[config.mk]
export PLATFORM = sky130hd
export DESIGN_NAME = jk_bank_driver
export DESIGN_NICKNAME = d
export VERILOG_FILES = /design/src/rtl/jk_bank_driver.sv
export SDC_FILE = /design/constraint.sdc
export NUM_CORES = 1
export LEC_CHECK = 0
export ABC_AREA = 1
export BUFFER_PORTS_ARGS = -buffer_cell sky130_fd_sc_hd__buf_2
export CAP_MARGIN = 10
export CORE_UTILIZATION = 48
export DETAILED_ROUTE_END_ITERATION = 10
export MAX_ROUTING_LAYER = met4
export PLACE_DENSITY = 0.79
export SLEW_MARGIN = 20
export SYNTH_ARGS = -nofsm -noshare
export SYNTH_HDL_FRONTEND = slang
export SYNTH_SLANG_ARGS = --single-unit
[constraint.sdc]
create_clock -name clk -period 1.2 [get_ports clk]
set_input_delay 0.24 -clock clk [delete_from_list [all_inputs] [get_ports clk]]
set_output_delay 0.24 -clock clk [all_outputs]
set_load 0.01 [all_outputs]
[src/rtl/jk_bank_driver.sv]
// jk_bank_driver: command-side controller for a bank of WIDTH JK flip-flops.
// Accepts LOAD (set bank to a target) or COUNT (increment bank N times) commands
// over valid/ready, drives per-bit j/k with toggle excitation (j == k always),
// then watches q_fb and pulses done on a match or err after TIMEOUT misses.

module jk_bank_driver #(
  parameter int unsigned WIDTH   = 4,
  parameter int unsigned TIMEOUT = 3
) (
  input  logic             clk,
  input  logic             reset,
  input  logic             cmd_valid,
  output logic             cmd_ready,
  input  logic             cmd_mode,
  input  logic [WIDTH-1:0] cmd_data,
  input  logic [WIDTH-1:0] q_fb,
  output logic [WIDTH-1:0] j,
  output logic [WIDTH-1:0] k,
  output logic             busy,
  output logic             done,
  output logic             err
);

  // Miss counter only needs to reach TIMEOUT-1 before err fires.
  localparam int unsigned MissW = (TIMEOUT > 1) ? $clog2(TIMEOUT) : 1;

  typedef enum logic [2:0] {
    StIdle,
    StLoadDrv,
    StSettle,
    StStepDrv,
    StStepGap,
    StCheck
  } state_e;

  state_e             state_q, state_d;
  logic [WIDTH-1:0]   drive_q, drive_d;   // shared j/k drive, toggle-only excitation
  logic [WIDTH-1:0]   exp_q, exp_d;       // value the bank must show in CHECK
  logic [WIDTH-1:0]   rem_q, rem_d;       // remaining count steps
  logic [MissW-1:0]   miss_q, miss_d;
  logic               done_q, done_d;
  logic               err_q, err_d;
  logic [WIDTH-1:0]   carry;

  // Increment toggle mask from live q_fb: bit i toggles when all lower bits are 1.
  always_comb begin
    logic run;
    run   = 1'b1;
    carry = '0;
    for (int i = 0; i < WIDTH; i++) begin
      carry[i] = run;
      run      = run & q_fb[i];
    end
  end

  // State and datapath registers with synchronous reset.
  always_ff @(posedge clk) begin
    if (reset) begin
      state_q <= StIdle;
      drive_q <= '0;
      exp_q   <= '0;
      rem_q   <= '0;
      miss_q  <= '0;
      done_q  <= 1'b0;
      err_q   <= 1'b0;
    end else begin
      state_q <= state_d;
      drive_q <= drive_d;
      exp_q   <= exp_d;
      rem_q   <= rem_d;
      miss_q  <= miss_d;
      done_q  <= done_d;
      err_q   <= err_d;
    end
  end

  // Next-state and next-datapath logic; drive defaults to 00 (bank holds).
  always_comb begin
    state_d = state_q;
    drive_d = '0;
    exp_d   = exp_q;
    rem_d   = rem_q;
    miss_d  = miss_q;
    done_d  = 1'b0;
    err_d   = 1'b0;
    unique case (state_q)
      StIdle: begin
        if (cmd_valid) begin
          miss_d = '0;
          if (!cmd_mode) begin
            exp_d   = cmd_data;
            state_d = StLoadDrv;
          end else begin
            rem_d   = cmd_data;
            exp_d   = q_fb + cmd_data;
            state_d = (cmd_data == '0) ? StCheck : StStepDrv;
          end
        end
      end
      StLoadDrv: begin
        // Toggle only the bits that differ from the target.
        drive_d = q_fb ^ exp_q;
        state_d = StSettle;
      end
      StSettle: begin
        state_d = StCheck;
      end
      StStepDrv: begin
        drive_d = carry;
        rem_d   = rem_q - WIDTH'(1);
        state_d = StStepGap;
      end
      StStepGap: begin
        state_d = (rem_q == '0) ? StCheck : StStepDrv;
      end
      StCheck: begin
        if (q_fb == exp_q) begin
          done_d  = 1'b1;
          state_d = StIdle;
        end else if (miss_q == MissW'(TIMEOUT - 1)) begin
          err_d   = 1'b1;
          state_d = StIdle;
        end else begin
          miss_d = miss_q + MissW'(1);
        end
      end
      default: begin
        state_d = StIdle;
      end
    endcase
  end

  // Outputs: handshake/status decoded from state, drives and pulses registered.
  always_comb begin
    cmd_ready = (state_q == StIdle);
    busy      = (state_q != StIdle);
    j         = drive_q;
    k         = drive_q;
    done      = done_q;
    err       = err_q;
  end

endmodule

# After elaboration in Yosys (flattened, before gate mapping)
# Index checks and enable logic that the tools add are counted.
# Widths: inputs -> output; s select.
# op_classes
add_sub_neg	3
eq_ne	12
mux	18
bitwise_logic	4
reduce_logical	12
# ops
operator	count
$mux 3	6
$pmux 3 s6	1
$pmux 4 s2	2
$mux 4	3
$logic_not 4->1	2
$eq 3x2->1 const B	2
$eq 3x3->1 const B	2
$mux 2	3
$ne 2x2->1 const B	3
$add 4x4->4	1
$eq 4x4->1	1
$pmux 2 s2	1
$reduce_and 2->1	2
$reduce_and 4->1	1
$reduce_bool 2->1	2
$sub 4x1->4 const B	1
$xor 4x4->4	1
$eq 3x1->1 const B	1
$logic_not 3->1	1
$ne 3x3->1 const B	1
$reduce_and 3->1	1
$reduce_bool 3->1	1
$reduce_or 3->1	1
$add 2x1->2 const B	1
other kinds (6)	8
# word_totals
regBits	19
input_bits	12
output_inout_bits	12
word_cells	56

# Longest topological paths before layout
# Gate-level depths: netlist (run 1).
# logic_depth
ltp_word	5
ltp_mapped	10
ltp_nobuf	10

# Worst setup path after synthesis (run 1)
# No wires, ideal clock.
# synth_timing
path_kind	input-to-reg
startpoint	input port cmd_data[0]
endpoint	register exp_q[1]
setup_time_ns	0.070
arrival_ns	1.197
t_required_ns	1.130
path_slack_ns	-0.067
path_stages	6
path_buffers	0
path_cell_list	ha_1 -> inv_1 -> fa_1 -> o21ai_0 -> o21ai_0 -> a21oi_1
# synth_between
elab_chain_len	2
# synth_lines
element	line	source
start: declaration	15	input logic [WIDTH-1:0] cmd_data,
$add 4x4->4	95	exp_d = q_fb + cmd_data;
$mux 4	90	if (!cmd_mode) begin
end signal: assignment	69	exp_q <= exp_d;
end: declaration	38	logic [WIDTH-1:0] exp_q, exp_d;
# No other way between the ends.
# A chain may end at the register's enable or synchronous reset.

# Worst setup path in the final report (run 1)
# layout_timing
startpoint	register state_q[1]
endpoint	output port cmd_ready
# layout_between
elab_chain_len	1
# layout_lines
element	line	source
start: declaration	36	state_e state_q, state_d;
start signal: assignment	59	state_q <= StIdle;
start signal: assignment	67	state_q <= state_d;
$logic_not 3->1	135	cmd_ready = (state_q == StIdle);
end: declaration	13	output logic cmd_ready,
# No other way between the ends.

==> qor.yml, run 1 <==
status: "finished, violations left"
violations: "negative setup slack"
rsz0062_at_grt: "yes"
synth.area.top_cells: "dfxtp_1 (32%), nand2_1 (13%), nor2_1 (8.9%)"
vdd_ir_drop_max_mv: 1.07
instances_no_fill: 256
setup_tns_ps: -540
core_area_sq_mm: 0.00228
drive_gt1_frac: 0.447
overflow: 0
synth_area_sq_mm: 0.00119
crit_family: "flip-flops"
avgSynthCellArea_sq_um: 6.49
antenna_found_initial: 0
yosysSeqAreaShare: 0.320
hpwl_microns: 2210
wire_per_inst_microns: 12.4
ant_nets: 0
setup_viol: 8
synth_warnings: 0
dr.pass1.iters: 4
ctsRootBufferMaster: "clkbuf_4"
synth_nets: 201
dpl_cell_area_sq_mm: 0.00144
yosys-top-cells-count: "nand2_1 (41), nor2_1 (28), inv_1 (24), dfxtp_1 (19), nand3_1 (14)"
yosysMostFrequentCell: "nand2_1"
synth-edff-count: 0
yosysUniqueCellTypes: 22
wl_microns: 3180
worstSetupPathType: "flop to primary output"
areaGrowthSynthToFinish_pct: 41.8
period_needed_ps: 1300
fp.dieW_microns: 51.7
relSlewSlack: 0.797
place_congestion: 0.818
die_y_microns: 51.7
drc_errors: 0
drtIter0Drc: 31
num-nets-final: 247
port_buffers: 23
numPlacedInstances: 245
min_period_over_period: 1.08
antenna_cells: 0
crit_fanout: 4
viasPerCell: 5.20
leakagePower_nw: 0.827
cts_tree: "done"
clock_sinks: 19
yosysTopAreaCell: "dfxtp_1"
dieArea_sq_mm: 0.00268
total_power_mw: 3.23
fmax_mhz: 769
cts_buffer_depth: 2
nFillCells: 169
power.density_mw_per_mm2: 1910
async_flop_share: 0
ctsHoldBuffers: 0
cts_made_buffers: 3
synth_top_area_share: 0.320
comb_power_share: 0.597
start_util: 0.522
max-cap-violations: 0
synthCells: 183
setup_ws_ps: -101
finalClockSkew_ps: 2.52
p_sw_mw: 1.42
grt_use_total: 0.274
min_path_type: "input port to flop"
postLayoutCellArea_sq_mm: 0.00168
clkPwrFrac: 0.109
required_ps: 960
hold_viol: 0
start_kind: "flop"
swShare: 0.441
cp.buffers_inverters: 2
h-tree-depth: 1
grt_first_pass_wirelength_microns: 5350
cp.arrival_ps: 1060
grt_pass1_vias: 1326
drv_slew: 0
clock_latency_ps: 310
power.share.sequential: 0.294
cts.clk_slew.worst_paths_ps: 120
postLayoutCoreUtil: 0.740
synth.ff_latch_count: 19
crit_chain: "nor2_4 > nand2_4 > inv_4 > buf_6"
worstMarginPinSlew_ps: 301
boundaryPins: 24
vias: 1331
critPathMaxStageDelay_ps: 380
rows: 17
synth_flop_cell: "dfxtp_1"
critPathSlowestCell: "dfxtp_4"
p_int_mw: 1.80
crit_path_end_kind: "primary output"
grt_max_degree: 11
==> cell type report <==
| type | count | area (sq um) | share of cell area |
|---|---|---|---|
| multi-input cells | 129 | 800 | 0.475 |
| inverters | 30 | 130 | 0.0773 |
| well taps | 28 | 35.0 | 0.0208 |
| flip-flops and latches | 19 | 395 | 0.235 |
| repair buffers | 46 | 298 | 0.177 |
| clock buffers | 4 | 26.3 | 0.0156 |
==> metrics by stage <==
step | setup WS (ps) | hold slack [ps]
floorplan | 10.6 | 383
global placement | -143 | 453
detailed placement | -166 | 467
CTS | -101 | 235
global route | -173 | 248
finish | -101 | 241
==> cell families after synthesis <==
| family | share of synthesized area |
|---|---|
| adder cells (fa/ha/maj) | 0.0695 |
| flip-flops | 0.320 |
| buffers and inverters | 0.125 |
| AND/OR/NAND/NOR | 0.345 |
| XOR/XNOR | 0.0221 |
| AO/OA/AOI/OAI | 0.118 |
==> layer usage <==
metal,part of all wire,vias up,global-route usage
met1,0.43,623,0.301
met5,0,-,-
met4,0.017,0,0.108
met3,0.031,6,0.0439
met2,0.52,35,0.491
li1,-,667,-
==> timing repair <==
action,4_1_cts,5_1_grt
endpoints found under the hold margin,0,0
gates resized for setup,18,40
buffers inserted,4,3
endpoints found under the setup margin,12,17
pin swaps,3,11
==> power groups by stage <==
stage	clock network, mW	logic [mW]	registers [mW]
after CTS	0.358	1.62	0.922
after global placement	0	1.33	0.910
after global routing	0.383	2.12	0.973
after floorplan	0	0.922	0.919
after detailed placement	0	1.38	0.922
final	0.350	1.93	0.949
==> path summary, 6_finish.rpt <==
kind	from	endpoint	slack, ps	cells past startpoint
worst min-delay path	cmd_mode	exp_q[2]$_SDFFE_PP0P_	240	3
worst max-delay path	state_q[1]$_SDFFE_PP0P_	cmd_ready	-100	4
worst min register to register	exp_q[1]$_SDFFE_PP0P_	exp_q[1]$_SDFFE_PP0P_	460	2
worst max register to register	state_q[1]$_SDFFE_PP0P_	rem_q[2]$_SDFFE_PP0P_	-80	8
==> worst register-to-register path: stages, from the launching register on <==
cell and delay (ps):
dfxtp_4 390, buf_4 130, inv_4 50, nor2_4 230, inv_4 100, nand2_4 110, inv_4 40, nor2_1 90
nor2_1 50
==> layout by cell type (no fill, tap or decap), types with 3 or more instances in the layout <==
cell       n
inv_2      6
inv_4      7
dfxtp_2    6
nand2_1   36
buf_2     22
a21oi_2    4
clkbuf_4   3
nor2_4     6
ha_1       3
a21oi_1    9
nand3_1   11
dfxtp_1   11
nand2_2    4
o21ai_2    3
nand2_4    4
nor2_2     4
inv_1     17
o21ai_0    7
nor2_1    21
buf_4     22
==> sequential cells by signal (all words and copies together) (netlist names) <==
signal / flops
exp_q: 4
miss_q: 2
state_q: 3
err: 1
rem_q: 4
done: 1
j: 4
No activity file was read; power rests on OpenSTA's default activity.
==> inputs of run 2 (changes only) <==
--- a/config.mk
+++ b/config.mk
@@ -8,10 +8,11 @@
 export ABC_AREA = 1
 export BUFFER_PORTS_ARGS = -buffer_cell sky130_fd_sc_hd__buf_2
 export CAP_MARGIN = 10
-export CORE_UTILIZATION = 48
+export CORE_UTILIZATION = 53
+export CTS_BUF_LIST = sky130_fd_sc_hd__clkbuf_16
 export DETAILED_ROUTE_END_ITERATION = 10
 export MAX_ROUTING_LAYER = met4
-export PLACE_DENSITY = 0.79
+export PLACE_DENSITY_LB_ADDON = 0.3
 export SLEW_MARGIN = 20
 export SYNTH_ARGS = -nofsm -noshare
 export SYNTH_HDL_FRONTEND = slang
==> constraint.sdc (replaced) <==
create_clock -name clk -period 1.22 [get_ports clk]
set_input_delay 0.244 -clock clk [delete_from_list [all_inputs] [get_ports clk]]
set_output_delay 0.244 -clock clk [all_outputs]
set_load 0.01 [all_outputs]
==> run 2 against run 1 <==
Effect of this change:
- the flow still finishes with violations (negative setup slack)
- global-route usage rose by 1.0 points
- setup slack improved by 77 ps
- clock-buffer cell count fell by 1
- clock power rose by 94%
- critical path depth rose by 4
- critical endpoint is now rem_q[2]$_SDFFE_PP0P_
==> qor.yml, run 2 (synthesized netlist as in run 1, its figures left out) <==
finalClockSkew_ps: 3.38  # +0.860 ps
postLayoutCoreUtil: 0.795  # +0.0554
num-nets-final: 242  # -2.0%
drtIter0Drc: 60  # +94%
viasPerCell: 5.38  # +3.6%
final_cell_mix: "nand2_1 (38), buf_2 (22), nor2_1 (20)"
min_path_type: "input port to flop"
place_congestion: 0.926  # +13%
cts_buffer_depth: 2  # unchanged
endpoint: "rem_q[2]$_SDFFE_PP0P_"
dpl_cell_area_sq_mm: 0.00143  # -0.61%
leakagePower_nw: 0.818  # -1.0%
cp.buffers_inverters: 1  # -1
startpoint: "state_q[1]$_SDFFE_PP0P_"
cts.clk_slew.worst_paths_ps: 60  # -60 ps
die_y_microns: 49.3  # -4.6%
dr.pass1.iters: 4  # unchanged
fp.dieW_microns: 49.3  # -4.6%
violations: "negative setup slack"
power.share.sequential: 0.279  # -0.015
use_met1: 0.301  # about the same
required_ps: 1370  # +410 ps
p_sw_mw: 1.37  # -3.9%
rows: 16  # -1
hpwl_microns: 2260  # +2.6%
final_common_cell: "nand2_1"
rr_endpoint: "rem_q[2]$_SDFFE_PP0P_"
wl_microns: 3360  # +5.6%
boundaryPins: 24  # unchanged
holdWs_ps: 318  # +77.5 ps
clock_sinks: 19  # unchanged
port_buffers: 23  # unchanged
use_met3: 0.0374  # -0.00648
grt_use_total: 0.284  # +0.0104
cp.depth: 8  # +4
drv_slew: 0  # unchanged
h-tree-depth: 1  # unchanged
ant_nets: 0  # unchanged
period_needed_ps: 1240
setup_viol: 3  # -5
setup_ws_ps: -24.0  # +76.7 ps
min_period_over_period: 1.02
fmax_mhz: 804
areaGrowthSynthToFinish_pct: 36.8
clock_latency_ps: 250  # -60 ps
grt_max_degree: 12  # +1
worstSetupPathType: "flop to flop"
rsz0062_at_grt: "yes"
cts_made_buffers: 3  # unchanged
dieArea_sq_mm: 0.00243  # -9.1%
wire_per_inst_microns: 13.4  # +8.1%
crit_chain: "nor2_4 > nand2_4 > nor2_4 > nand2_2 > nand2_2 > inv_2 > nor2_1 > nor2_1"
crit_path_end_kind: "flop"
grt_first_pass_wirelength_microns: 5180  # -3.2%
drive_gt1_frac: 0.404  # -0.0438
overflow: 0  # unchanged
worstMarginPinSlew_ps: 248  # -53.5 ps
vdd_ir_drop_max_mv: 1.54  # +43%
clkPwrFrac: 0.203  # +0.094
hold_viol: 0  # unchanged
drc_errors: 0  # unchanged
postLayoutCellArea_sq_mm: 0.00162  # -3.6%
swShare: 0.409  # -0.0327
grt_pass1_vias: 1263  # -4.8%
start_kind: "flop"
max-cap-violations: 0  # unchanged
use_met2: 0.532  # +0.0406
cp.arrival_ps: 1390  # +330 ps
cts_tree: "done"
crit_family: "simple AND/OR/NAND/NOR gates"
r2r_start: "state_q[1]$_SDFFE_PP0P_"
antenna_cells: 0  # unchanged
core_area_sq_mm: 0.00204  # -10%
crit_fanout: 4  # unchanged
busiest_layer: "met2"
relSlewSlack: 0.835  # +0.0378
start_util: 0.581  # +0.0598
r2r_cells: 8  # unchanged
critPathSlowestCell: "dfxtp_4"
power.density_mw_per_mm2: 2060  # +7.6%
antenna_found_initial: 0  # unchanged
vias: 1346  # +1.1%
comb_power_share: 0.518  # -0.079
ctsRootBufferMaster: "clkbuf_16"
status: "finished, violations left"
critPathMaxStageDelay_ps: 360  # -20 ps
p_int_mw: 1.98  # +9.8%
rrSetupSlack_ps: -20  # +60 ps
[run 2: changes by cell type in the layout (fill, tap and decap cells not counted), moves of 3 or more]
cell,before,now
clkbuf_16,0,3
nor2_4,6,3
inv_4,7,3
buf_4,22,18
clkbuf_4,3,0
nor2_2,4,8
[run 2: worst min-delay path by stage]
stage                                startpoint                    end  cells after the start
final                                     reset  exp_q[3]$_SDFFE_PP0P_                      2
after global routing                      reset  exp_q[3]$_SDFFE_PP0P_                      2
after CTS                              cmd_mode  exp_q[2]$_SDFFE_PP0P_                      3
after detailed placement  exp_q[1]$_SDFFE_PP0P_  exp_q[1]$_SDFFE_PP0P_                      2
after global placement    exp_q[0]$_SDFFE_PP0P_  exp_q[0]$_SDFFE_PP0P_                      2
after floorplan                         q_fb[0]        j[1]$_SDFF_PP0_                      2
[run 2: stage by stage]
stage	power (mW)	TNS, ps	setup slack (ps)	std cells
4_1_cts	3.11	-31.5	-18.3	250
6_report	3.35	-56.6	-24.0	250
3_3_place_gp	2.16	-332	-116	243
3_5_place_dp	2.23	-537	-164	243
5_1_grt	3.56	-707	-94.3	250
2_1_floorplan	1.81	0	26.6	183
[run 2: timing repair]
action,in CTS,in global routing
hold buffers,0,0
pin swaps,2,16
setup buffers,3,0
gates resized for setup,8,30
setup endpoints to repair,7,14
[run 2: power by group through the flow]
| stage | Combinational (mW) | Clock, mW | Sequential [mW] |
|---|---|---|---|
| 3_5_place_dp | 1.32 | 0 | 0.908 |
| 3_3_place_gp | 1.27 | 0 | 0.893 |
| 5_1_grt | 1.90 | 0.710 | 0.948 |
| 6_report | 1.73 | 0.678 | 0.934 |
| 2_1_floorplan | 0.907 | 0 | 0.903 |
| 4_1_cts | 1.52 | 0.680 | 0.907 |
[run 2: area by class of cell]
type / count / area, sq um
Clock buffer: 3 / 75.1
Clock inverter: 1 / 5.00
Fill cell: 153 / 418
Inverter: 30 / 120
Multi-Input combinational cell: 129 / 741
Sequential cell: 19 / 393
Tap cell: 27 / 33.8
Timing Repair Buffer: 41 / 256
[run 2: routing by layer]
layer	share of wire	vias to the layer above
met3	0.057	9
li1	-	655
met2	0.52	59
met5	0	-
met1	0.41	623
met4	0.019	0
==> inputs of run 3 (changes only) <==
--- a/config.mk
+++ b/config.mk
@@ -5,7 +5,6 @@
 export SDC_FILE = /design/constraint.sdc
 export NUM_CORES = 1
 export LEC_CHECK = 0
-export ABC_AREA = 1
 export BUFFER_PORTS_ARGS = -buffer_cell sky130_fd_sc_hd__buf_2
 export CAP_MARGIN = 10
 export CORE_UTILIZATION = 53
==> run 3 against run 2 <==
Effect of this change:
- the run still ends with negative setup slack left
- clock-buffer cell count unchanged
- via count decreased by 7.6%
- combinational power decreased by 46%
- synthesized cell count decreased by 26%
- design area increased by 13%
- non-clock buffer count increased by 16
- first-iteration DRC count decreased by 33%
- critical path depth decreased by 2
- sequential power decreased by 19%
==> qor.yml, run 3 <==
relSlewSlack: 0.677  # -0.158
cp.arrival_ps: 1700  # +310 ps
ctsRootBufferMaster: "clkbuf_16"
rr_endpoint: "rem_q[2]$_SDFFE_PP0P_"
synth_mux_area_frac: 0.0252  # +0.0252
ant_nets: 0  # unchanged
overflow: 0  # unchanged
vias: 1244  # -7.6%
dr.pass1.iters: 4  # unchanged
violations: "negative setup slack"
wl_microns: 3630  # +8.1%
vdd_ir_drop_max_mv: 1.05  # -31%
synth_nets: 153  # -24%
dieArea_sq_mm: 0.00244  # +0.20%
synth_top_area_share: 0.320  # -0.000674
worstSetupPathType: "flop to flop"
setup_ws_ps: -313  # -289 ps
cts_buffer_depth: 2  # unchanged
core_area_sq_mm: 0.00204  # unchanged
avgSynthCellArea_sq_um: 8.81  # +36%
wire_per_inst_microns: 17.1  # +27%
drv_slew: 0  # unchanged
drc_errors: 0  # unchanged
synth_xor_area_frac: 0.0368  # +0.0147
final_common_cell: "buf_4"
p_int_mw: 1.60  # -19%
min_delay_path_depth: 2  # unchanged
die_y_microns: 49.4  # +0.10%
cts_made_buffers: 3  # unchanged
worstHoldStart: "reset"
required_ps: 1380  # about the same
r2r_cells: 6  # -2
power.density_mw_per_mm2: 1290  # -37%
fmax_mhz: 652  # -19%
async_flop_share: 0  # unchanged
grt_first_pass_wirelength_microns: 5580  # +7.9%
clkPwrFrac: 0.288  # +0.085
antenna_cells: 0  # unchanged
synth_warnings: 0  # unchanged
period_needed_ps: 1530  # +289 ps
min_period_over_period: 1.26  # +0.237
place_congestion: 0.868  # -6.3%
synthSimpleGateAreaFrac: 0.257  # -0.0880
rsz0062_at_grt: "yes"
crit_path_end_kind: "flop"
start_kind: "flop"
areaGrowthSynthToFinish_pct: 54.6
swShare: 0.323  # -0.0857
start_util: 0.583  # +0.00123
nFillCells: 95  # -38%
synth_area_sq_mm: 0.00119  # +0.21%
final_cell_mix: "buf_4 (29), buf_2 (20), dfxtp_1 (12)"
synthCells: 135  # -26%
ctsHoldBuffers: 0  # unchanged
r2r_start: "state_q[1]$_SDFFE_PP0P_"
leakagePower_nw: 0.785  # -4.0%
rrSetupSlack_ps: -310  # -290 ps
synth-edff-count: 0  # unchanged
comb_power_share: 0.393  # -0.125
synth.ff_latch_count: 19  # unchanged
p_sw_mw: 0.765  # -44%
holdPathEnd: "state_q[0]$_SDFFE_PP0P_"
num-nets-final: 204  # -16%
status: "finished, violations left"
synth_top_family_by_area: "simple AND/OR/NAND/NOR gates"
worstMarginPinSlew_ps: 483  # +236 ps
clock_latency_ps: 250  # about the same
yosysTopAreaCell: "dfxtp_1"
boundaryPins: 24  # unchanged
setup_tns_ps: -3500  # -3450 ps
pre_cts_ws_ps: -304  # -140 ps
h-tree-depth: 1  # unchanged
max-cap-violations: 0  # unchanged
port_buffers: 23  # unchanged
synth_flop_cell: "dfxtp_1"
grt_max_degree: 11  # -1
rows: 16  # unchanged
setup_viol: 18  # +15
yosysUniqueCellTypes: 45  # +100%
antenna_found_initial: 0  # unchanged
synth_compound_area_frac: 0.203  # +0.0849
synth.area.top_cells: "dfxtp_1 (32%), ha_1 (5.3%), a21oi_1 (5.0%)"
cts.clk_slew.worst_paths_ps: 60  # about the same
cts_tree: "done"
yosysMostFrequentCell: "dfxtp_1"
hpwl_microns: 2270  # +0.15%
crit_fanout: 5  # +1
fp.dieW_microns: 49.4  # +0.10%
grt_use_total: 0.310  # +0.0261
clock_sinks: 19  # unchanged
grt_pass1_vias: 1193  # -5.5%
min_path_type: "input port to flop"
power.share.sequential: 0.319  # +0.040
viasPerCell: 5.87  # +9.0%
drtIter0Drc: 40  # -33%
finalClockSkew_ps: 2.65  # -0.729 ps
yosysSeqAreaShare: 0.320  # -0.000674
drive_gt1_frac: 0.551  # +0.148
hold_viol: 0  # unchanged
yosys-top-cells-count: "dfxtp_1 (19), a21oi_1 (12), nor2_1 (11), inv_1 (9)"
yosys.area_share.adder: 0.0694  # -0.000146
-- run 3: cell types whose count changed in the layout (fill, tap and decap cells not counted), sizes merged, moves of 4 or more --
cell    delta
nand2     -38
a211oi     +4
buf       +15
o21ai      -6
nand3      -8
inv       -20
nor2      -20
-- run 3: what timing repair did --
item,CTS,global route
pin swaps,14,10
setup endpoints to repair,21,21
resized for setup,18,17
buffers inserted,4,1
cloned,0,0
-- run 3: logic make-up (layout without fill, tap and decap cells) --
logic type | count (synthesis) | in the layout
AND/OR/NAND/NOR | 47 | 47
buffers and inverters | 20 | 70
multiplexers | 3 | 3
adder cells (fa/ha/maj) | 6 | 6
AO/OA/AOI/OAI | 35 | 35
flip-flops | 19 | 19
XOR/XNOR | 5 | 5
-- run 3: worst max path at each step --
stage	start	end	cells past startpoint
3_3_place_gp	cmd_data[2]	exp_q[3]$_SDFFE_PP0P_	6
5_1_grt	state_q[1]$_SDFFE_PP0P_	rem_q[2]$_SDFFE_PP0P_	6
2_1_floorplan	miss_q[0]$_SDFFE_PP0P_	miss_q[1]$_SDFFE_PP0P_	6
4_1_cts	state_q[2]$_SDFFE_PP0P_	exp_q[3]$_SDFFE_PP0P_	5
6_report	state_q[1]$_SDFFE_PP0P_	rem_q[2]$_SDFFE_PP0P_	6
3_5_place_dp	q_fb[1]	exp_q[3]$_SDFFE_PP0P_	6
-- run 3: critical path, cell delays in order (launching register included) --
cell and delay (ps):
dfxtp_4 340, buf_4 160, nor4b_4 320, buf_4 200
buf_6 110, a31oi_1 110, a21oi_1 210
-- run 3: power by group through the flow --
stage / combinational [mW] / clock [mW] / sequential (mW)
CTS: 0.830 / 0.679 / 0.745
finish: 0.931 / 0.681 / 0.756
global route: 0.994 / 0.697 / 0.763
detailed placement: 0.698 / 0 / 0.765
floorplan: 0.459 / 0 / 0.755
global placement: 0.676 / 0 / 0.760
-- run 3: per-stage QoR --
stage / util / power [mW] / instances / hold slack (ps) / instance area, sq um
3_5_place_dp: 0.767 / 1.46 / 203 / 476 / 1570
3_3_place_gp: 0.767 / 1.44 / 203 / 469 / 1570
5_1_grt: 0.901 / 2.45 / 212 / 246 / 1840
6_report: 0.901 / 2.37 / 212 / 230 / 1840
2_1_floorplan: - / 1.21 / 135 / 314 / 1280
4_1_cts: 0.860 / 2.25 / 211 / 227 / 1760
-- run 3: final cells by class --
cell class	instances	area, sq um	area share
tap	27	33.8	0.0184
inverter	9	33.8	0.0184
clock inverter	1	3.75	0.00204
timing repair buffer	57	413	0.224
clock buffer	3	75.1	0.0408
sequential	19	399	0.217
multi-input combinational	96	881	0.479
-- run 3: per-layer routing --
layer,track usage,wire length [microns]
met5,-,0
met4,0.105,63
met3,0.0405,164
met2,0.566,1950
met1,0.344,1450
